$ cat src/rtl/riscv_pkg.sv
// riscv_pkg: shared core widths and the fetch FIFO entry type
package riscv_pkg;
    localparam int XLEN        = 64;
    localparam int ILEN        = 32;
    localparam int INSTR_BYTES = 4;

    typedef struct packed {
        logic [XLEN-1:0] pc;
        logic [ILEN-1:0] instr;
    } fetch_entry_t;
endpackage

$ cat src/rtl/fetch_fifo.sv
// fetch_fifo: synchronous FIFO with push/pop/flush, occupancy count and full/empty flags
module fetch_fifo
    import riscv_pkg::*;
#(
    parameter int DEPTH = 4,
    parameter int W     = XLEN + ILEN
) (
    input  logic                       clk,
    input  logic                       rst,
    input  logic                       push,
    input  logic                       pop,
    input  logic                       flush,
    input  logic [W-1:0]               din,
    output logic [W-1:0]               dout,
    output logic [$clog2(DEPTH+1)-1:0] count,
    output logic                       full,
    output logic                       empty
);
    localparam int AW = $clog2(DEPTH);
    localparam int CW = $clog2(DEPTH+1);

    logic [W-1:0]  mem [DEPTH];
    logic [AW-1:0] rd_ptr, wr_ptr;
    logic          do_push, do_pop;

    assign full    = count == CW'(DEPTH);
    assign empty   = count == '0;
    assign do_push = push && !full;
    assign do_pop  = pop && !empty;
    assign dout    = mem[rd_ptr];

    // Storage array; contents need no reset since count gates visibility.
    always_ff @(posedge clk)
        if (do_push) mem[wr_ptr] <= din;

    // Pointers and count; flush empties the queue like reset does.
    always_ff @(posedge clk)
        if (rst || flush) begin
            rd_ptr <= '0;
            wr_ptr <= '0;
            count  <= '0;
        end else begin
            wr_ptr <= wr_ptr + AW'(do_push);
            rd_ptr <= rd_ptr + AW'(do_pop);
            count  <= count + CW'(do_push) - CW'(do_pop);
        end
endmodule

$ cat src/rtl/instr_fetch_unit.sv
// instr_fetch_unit: issues aligned fetches, buffers in-order responses, flushes on redirect
module instr_fetch_unit
    import riscv_pkg::*;
#(
    parameter logic [63:0] RESET_PC = 64'h0,
    parameter int          DEPTH    = 4
) (
    input  logic        clk,
    input  logic        rst,
    input  logic        redirect_valid,
    input  logic [63:0] redirect_pc,
    output logic        imem_req_valid,
    input  logic        imem_req_ready,
    output logic [63:0] imem_req_addr,
    input  logic        imem_rsp_valid,
    input  logic [31:0] imem_rsp_data,
    output logic        if_valid,
    input  logic        if_ready,
    output logic [31:0] if_instr,
    output logic [63:0] if_pc
);
    localparam int CW = $clog2(DEPTH+1);

    logic [XLEN-1:0] pc, resp_pc, redirect_aligned;
    logic [CW-1:0]   outstanding, drop_cnt, fifo_count;
    logic            hs, rsp_ok, push, pop, empty, full;
    fetch_entry_t    head, tail;

    assign redirect_aligned = {redirect_pc[XLEN-1:2], 2'b00};
    assign imem_req_valid   = !rst && !redirect_valid &&
                              ({1'b0, fifo_count} + {1'b0, outstanding} < (CW+1)'(DEPTH));
    assign imem_req_addr    = pc;
    assign hs               = imem_req_valid && imem_req_ready;
    assign rsp_ok           = imem_rsp_valid && outstanding != '0;
    assign push             = rsp_ok && drop_cnt == '0 && !redirect_valid;
    assign pop              = if_valid && if_ready && !redirect_valid;
    assign if_valid         = !rst && !empty;
    assign if_instr         = head.instr;
    assign if_pc            = head.pc;
    assign tail             = '{pc: resp_pc, instr: imem_rsp_data};

    fetch_fifo #(.DEPTH(DEPTH), .W(XLEN + ILEN)) u_fifo (
        .clk   (clk),
        .rst   (rst),
        .push  (push),
        .pop   (pop),
        .flush (redirect_valid),
        .din   (tail),
        .dout  (head),
        .count (fifo_count),
        .full  (full),
        .empty (empty)
    );

    // Fetch PC, response PC and in-flight/drop accounting; a redirect makes every
    // request still in flight stale, so drop_cnt never exceeds outstanding.
    always_ff @(posedge clk)
        if (rst) begin
            pc          <= RESET_PC;
            resp_pc     <= RESET_PC;
            outstanding <= '0;
            drop_cnt    <= '0;
        end else begin
            outstanding <= outstanding + CW'(hs) - CW'(rsp_ok);
            drop_cnt    <= redirect_valid ? outstanding - CW'(rsp_ok)
                                          : drop_cnt - CW'(rsp_ok && drop_cnt != '0);
            pc          <= redirect_valid ? redirect_aligned
                                          : hs ? pc + XLEN'(INSTR_BYTES) : pc;
            resp_pc     <= redirect_valid ? redirect_aligned
                                          : push ? resp_pc + XLEN'(INSTR_BYTES) : resp_pc;
        end

    // Flag responses with nothing in flight and any push the credit scheme should prevent.
    always_ff @(posedge clk)
        if (!rst) begin
            if (imem_rsp_valid) assert (outstanding != '0);
            if (push) assert (!full || pop);
        end
endmodule
$ cat config.mk
export PLATFORM = sky130hd
export DESIGN_NAME = instr_fetch_unit
export DESIGN_NICKNAME = d
export VERILOG_FILES = /design/src/rtl/riscv_pkg.sv /design/src/rtl/fetch_fifo.sv /design/src/rtl/instr_fetch_unit.sv
export SDC_FILE = /design/constraint.sdc
export NUM_CORES = 1
export LEC_CHECK = 0
export ABC_CLOCK_PERIOD_IN_PS = 22600
export BUFFER_PORTS_ARGS = -buffer_cell sky130_fd_sc_hd__buf_4
export CORE_MARGIN = 5
export CORE_UTILIZATION = 25
export CTS_CLUSTER_SIZE = 25
export DETAILED_ROUTE_END_ITERATION = 10
export SETUP_SLACK_MARGIN = 0.2
export SLEW_MARGIN = 20
export SYNTH_ARGS = -nofsm -noshare
export SYNTH_HDL_FRONTEND = slang
export SYNTH_SLANG_ARGS = --single-unit
$ cat constraint.sdc
create_clock -name clk -period 22.6 [get_ports clk]
set_input_delay 5.65 -clock clk [delete_from_list [all_inputs] [get_ports clk]]
set_output_delay 5.65 -clock clk [all_outputs]
set_load 0.01 [all_outputs]
==> results.cfg, run 1 <==
[critical_path]
slowest_delay_ns = 0.57
cp_cell_sequence = buf_4 -> nor2_2 -> buf_4 -> and3_1 -> buf_4
worstSetupEndpointType = primary output
critical_path.top_delay_family = buffers and inverters
worstSetupPathType = primary input to primary output
cp.arrival_ns = 6.87
crit_fanout = 61
cpMostUsedCell = buf_4
worstPathRequired_ns = 16.95
start_kind = primary input
path_buf_inv = 3
slowest_stage = buf_4
regToRegSetupSlack_ns = 18.87

[cells_and_area]
layout.nets = 1861
final_core_util_pct = 31.5
syn_to_final_growth_pct = 25.0
fin_area_sq_mm = 0.0268
fill_cells = 8493
layout-drive-gt1-share_pct = 28.6

[clock_network]
ctsHoldBuffers = 0
root_buffer = clkbuf_16
post-cts-setup-buffer-count = 0
cts_tree = done
cts_buffers = 59
cts_sinks = 513
insertion_delay_ns = 0.61
ctsResizeCount = 0
h-tree-depth = 2
clock_path_buffers = 3
clk_pin_slew_ns = 0.06

[sta]
layout_min_cycle_time_ns = 12.52
post-route-period-util_pct = 55.4
fin_tns_setup_ns = 0
finalHoldViolCount = 0
worst_pin_slew_ns = 1.05
rsz0062_at_grt = no
slew_headroom_pct = 29.8
report.final.slew_viol_count = 0
clock.fmax_mhz = 79.9
fin_ws_ns = 10.08
finClkSkew_ns = 0.0136
finalSetupViolCount = 0

[routing]
wl_per_cell_microns = 22.0
dr.pass1.iters = 7
drtAntennaViolNets = 0
route.vias.total = 14100
drc_errors = 0
drt_iter0_markers = 1029
routed_wl_microns = 64700
viasPerCell = 4.79

[synthesis]
synth_area_sq_mm = 0.0214
synth_cell_types = 71
async_flop_share_pct = 0
synth_top_area_cell = edfxtp_1
syn_inst = 1487
avgSynthCellArea_sq_um = 14.4
seq_area_frac_synth_pct = 65.5
synth_ff_type = edfxtp_1
yosysWarningCount = 0
synth_seq_cells = 513
yosys-top-cells-area = edfxtp_1, dfxtp_1, mux4_2, xnor2_1, nand2_1
synth-edff-count = 376
synth_top_area_share_pct = 52.7

[global_routing]
grt_overflow = 0
grt_start_max_net_pins = 64
grt_pass1_wl_microns = 95200
antenna_found_initial = 2
grt_pass1_vias = 14100
grtUsageTotal_pct = 13.8

[pwr]
max-vdd-ir-drop_mv = 0.0536
power.density_mw_per_mm2 = 86.4
leakage_nw = 8.87

[floorplan]
fp.dieArea_sq_mm = 0.0917
rows = 107
core-area_sq_mm = 0.0851
start_util_pct = 25.2
ioPinCount = 264
die_x_microns = 303
die_y_microns = 303

[flow_run]
cap_violations = 0

[placed_design]
dpl_cell_area_sq_mm = 0.0247
place_ws_ns = 10.10
hpwl_microns = 44900
gp_congestion = 0.864
io_buffers = 257

[outcome]
status = complete, no violations

[hold_path]
hp-class = flip-flop to flip-flop
cell type report:
class | instances | area [sq um] | share of cell area, %
diodes | 3 | 7.51 | 0.0280
inverters | 26 | 97.6 | 0.364
flip-flops and latches | 513 | 14000 | 52.4
well taps | 1144 | 1430 | 5.34
clock buffers | 66 | 1560 | 5.80
repair buffers | 277 | 2090 | 7.81
multi-input cells | 868 | 7000 | 26.1
clock inverters | 45 | 577 | 2.15
stage by stage:
step | hold slack (ns) | std cells | power (W)
floorplan | 0.458 | 1490 | 0.00120
global placement | 0.502 | 2827 | 0.00130
detailed placement | 0.531 | 2828 | 0.00131
finish | 0.536 | 2942 | 0.00232
global route | 0.561 | 2941 | 0.00241
CTS | 0.540 | 2939 | 0.00235
Yosys cell counts (5+ instances only):
cell type / n
ha_1: 12
mux2_2: 7
inv_1: 24
o211ai_1: 6
dfxtp_1: 137
or3_1: 9
nor2_1: 96
nand2_1: 104
nor4_1: 17
a211oi_1: 32
mux4_2: 94
and2_1: 13
edfxtp_1: 376
nand3_1: 52
and3_1: 26
a22oi_1: 10
o311ai_0: 5
a311oi_1: 5
xor2_1: 35
nor2b_1: 5
clkbuf_1: 56
o21ai_1: 5
and4_1: 11
buf_2: 8
a21boi_0: 12
o21ai_0: 31
nor3_1: 38
o22ai_1: 10
nor4_2: 9
buf_1: 14
nand4_1: 54
a31oi_1: 13
a21oi_1: 39
xnor2_1: 50
a221oi_1: 7
mux2i_1: 7
worst reg2reg max path, delay by kind of cell (launching register included):
| kind | cells | cell delay, ns |
|---|---|---|
| buffers and inverters | 3 | 1.58 |
| AOI/OAI and AO/OA | 2 | 0.65 |
| and+or+nand+nor | 2 | 0.61 |
| DFF | 1 | 0.45 |
state kept, by name (all words and copies together), names as in the netlist:
register       cells
u_fifo.mem       376
outstanding        3
drop_cnt           3
imem_req_addr     62
resp_pc           62
u_fifo.count       3
u_fifo.wr_ptr      2
u_fifo.rd_ptr      2
worst paths after layout:
kind,end,depth (start not counted),startpoint
hold / removal,imem_req_addr[17],2,imem_req_addr[17]
hold reg to reg,imem_req_addr[17],2,imem_req_addr[17]
setup / recovery,imem_req_valid,5,redirect_valid
setup reg to reg,u_fifo.mem[0][6],7,outstanding[1]
kinds of logic after synthesis:
logic type                 after synthesis  synth area share [%]
other                                    1                0.0175
muxes                                  108                  10.6
buffers and inverters                  109                  2.06
DFF                                    513                  65.5
adders and majority gates               14                 0.887
xor gates and xnor gates                85                  3.47
AOI/OAI and AO/OA                      197                  6.15
and+or+nand+nor                        460                  11.4
report_power, final:
| group | leakage, nW | internal [W] | switching, W |
|---|---|---|---|
| sequential | 4.56 | 0.00105 | 0.0000399 |
| clock | 1.05 | 0.000636 | 0.000397 |
| combinational | 3.26 | 0.0000839 | 0.000109 |
routing by layer:
metal  track usage, %  wire length (microns)  share of wire (%)
met3             2.45                   3850                5.9
met2             22.3                  30800                 48
met1             19.1                  28400                 44
met4             3.90                   1680                2.6
met5                0                      0                  0
placed cells by master (no fill, tap or decap), types with 11 or more instances in the layout:
cell type,instances
clkinv_2,14
and3_1,25
and2_1,13
a31oi_1,13
xor2_1,35
bufinv_16,12
a21boi_0,12
ha_1,12
nand2_1,104
buf_4,276
nand4_1,54
mux4_2,94
nor3_1,38
nand3_1,52
dfxtp_1,135
nor4_1,17
a211oi_1,32
inv_1,24
a21oi_1,39
edfxtp_1,376
clkbuf_16,61
and4_1,11
xnor2_1,50
nor2_1,94
o21ai_0,31
No activity file was read; power rests on OpenSTA's default activity.
==> run 2: changes to the inputs <==
- ABC_CLOCK_PERIOD_IN_PS: 22600 -> 11700
- clock period: 22.6 -> 11.7 ns (I/O delays scaled with it)
==> run 2 against run 1 <==
  * First-iteration DRC count rose by 6.6%
  * Worst hold slack improved by 0.0023 ns
  * Routed wire length fell by 1.4%
  * Critical path type unchanged
  * Highest routed layer unchanged
==> results.cfg, run 2 (synthesis results as in run 1) <==
[outcome]
status = complete, no violations

[critical_path]
slowest_delay_ns = 0.48
cp_cell_sequence = buf_4 -> nor2_2 -> buf_4 -> and3_1 -> buf_4
cp.arrival_ns = 4.06
critical_path.top_delay_family = buffers and inverters
worstPathRequired_ns = 8.78
worstSetupEndpointType = primary output
worstSetupPathType = primary input to primary output
start_kind = primary input
crit_fanout = 49
slowest_stage = buf_4
cpMostUsedCell = buf_4
path_buf_inv = 3

[placed_design]
io_buffers = 257
dpl_cell_area_sq_mm = 0.0246
hpwl_microns = 44600
gp_congestion = 0.892

[floorplan]
start_util_pct = 25.2
rows = 107
die_x_microns = 303
core-area_sq_mm = 0.0851
ioPinCount = 264
fp.dieArea_sq_mm = 0.0917
die_y_microns = 303

[sta]
finalSetupViolCount = 0
fin_tns_setup_ns = 0
rsz0062_at_grt = no
report.final.slew_viol_count = 0
worst_pin_slew_ns = 1.08
layout_min_cycle_time_ns = 6.99
finalHoldViolCount = 0
slew_headroom_pct = 28.2
clock.fmax_mhz = 143
finClkSkew_ns = 0.0144
post-route-period-util_pct = 59.7

[pwr]
leakage_nw = 8.70
switching_power_w = 0.00101
p_comb_share_pct = 8.8
internal_power_w = 0.00322
power.density_mw_per_mm2 = 160
max-vdd-ir-drop_mv = 0.0831
switching_share_pct = 23.9
power_w = 0.00423
seqPwrFrac_pct = 49.8
p_clk_share_pct = 41.5

[cells_and_area]
largest_reg_flops = 376
syn_to_final_growth_pct = 23.5
layout-drive-gt1-share_pct = 27.5
layout.nets = 1858
seqCellArea_sq_mm = 0.0140
fill_cells = 8574
fin_area_sq_mm = 0.0265
final_core_util_pct = 31.1
multi_input_area_sq_mm = 0.00700
antenna_cells = 0
final_common_cell = edfxtp_1
top_register = u_fifo.mem
final_cell_mix = edfxtp_1, buf_4, dfxtp_1, nand2_1

[global_routing]
grtUsageTotal_pct = 13.5
grt_pass1_vias = 13900
grt_start_max_net_pins = 67
grt_pass1_wl_microns = 93300
antenna_found_initial = 1
grt_overflow = 0

[clock_network]
post-cts-setup-buffer-count = 0
h-tree-depth = 2
root_buffer = clkbuf_16
cts_buffers = 57
cts_tree = done
ctsResizeCount = 0
cts_sinks = 513
insertion_delay_ns = 0.59
clk_pin_slew_ns = 0.06
clock_path_buffers = 3
ctsHoldBuffers = 0

[routing]
drt_iter0_markers = 1097
dr.pass1.iters = 7
drc_errors = 0
route.vias.total = 13800
viasPerCell = 4.71
routed_wl_microns = 63800
wl_per_cell_microns = 21.8
drtAntennaViolNets = 0

[hold_path]
hp-class = flip-flop to flip-flop

[flow_run]
cap_violations = 0
==> run 2: changes by cell type in the layout (fill, tap and decap cells not counted), sizes merged <==
cell and delta:
bufinv -6, diode -3, inv -3, clkinv +2
buf -1, clkbuf +1, clkinvlp -1
==> run 2: power groups by stage <==
stage	combinational [W]	clock, W	sequential [W]
after floorplan	0.000190	0	0.00212
after global placement	0.000374	0	0.00214
after detailed placement	0.000379	0	0.00214
after CTS	0.000381	0.00181	0.00211
after global routing	0.000407	0.00189	0.00212
final	0.000371	0.00175	0.00211
==> run 2: area by class of cell <==
cell class	instances	area share (%)
Timing Repair Buffer	276	7.87
Clock inverter	37	1.29
Multi-Input combinational cell	868	26.5
Tap cell	1144	5.41
Inverter	26	0.369
Sequential cell	513	53.0
Clock buffer	67	5.57
==> run 2: per-stage QoR <==
stage / hold WS, ns / worst slack (ns) / cells
after floorplan: 0.458 / 3.24 / 1490
after global placement: 0.512 / 4.70 / 2826
after detailed placement: 0.532 / 4.72 / 2826
after CTS: 0.538 / 4.71 / 2930
after global routing: 0.544 / 4.65 / 2931
final: 0.538 / 4.71 / 2931
==> run 2: final timing paths <==
check / startpoint / endpoint / slack, ns / cells past startpoint
max: rst / imem_req_valid / 4.71 / 5
min: resp_pc[61] / u_fifo.mem[2][93] / 0.54 / 0
max reg2reg: outstanding[1] / u_fifo.mem[2][22] / 8.01 / 8
min reg2reg: resp_pc[61] / u_fifo.mem[2][93] / 0.54 / 0
==> run 2: per-layer routing <==
layer / wire length [microns] / up-vias / global-route usage (%)
li1: - / 6329 / -
met1: 28100 / 6886 / 18.6
met4: 1890 / 0 / 4.21
met2: 29900 / 488 / 21.7
met3: 3950 / 101 / 2.46
met5: 0 / - / 0
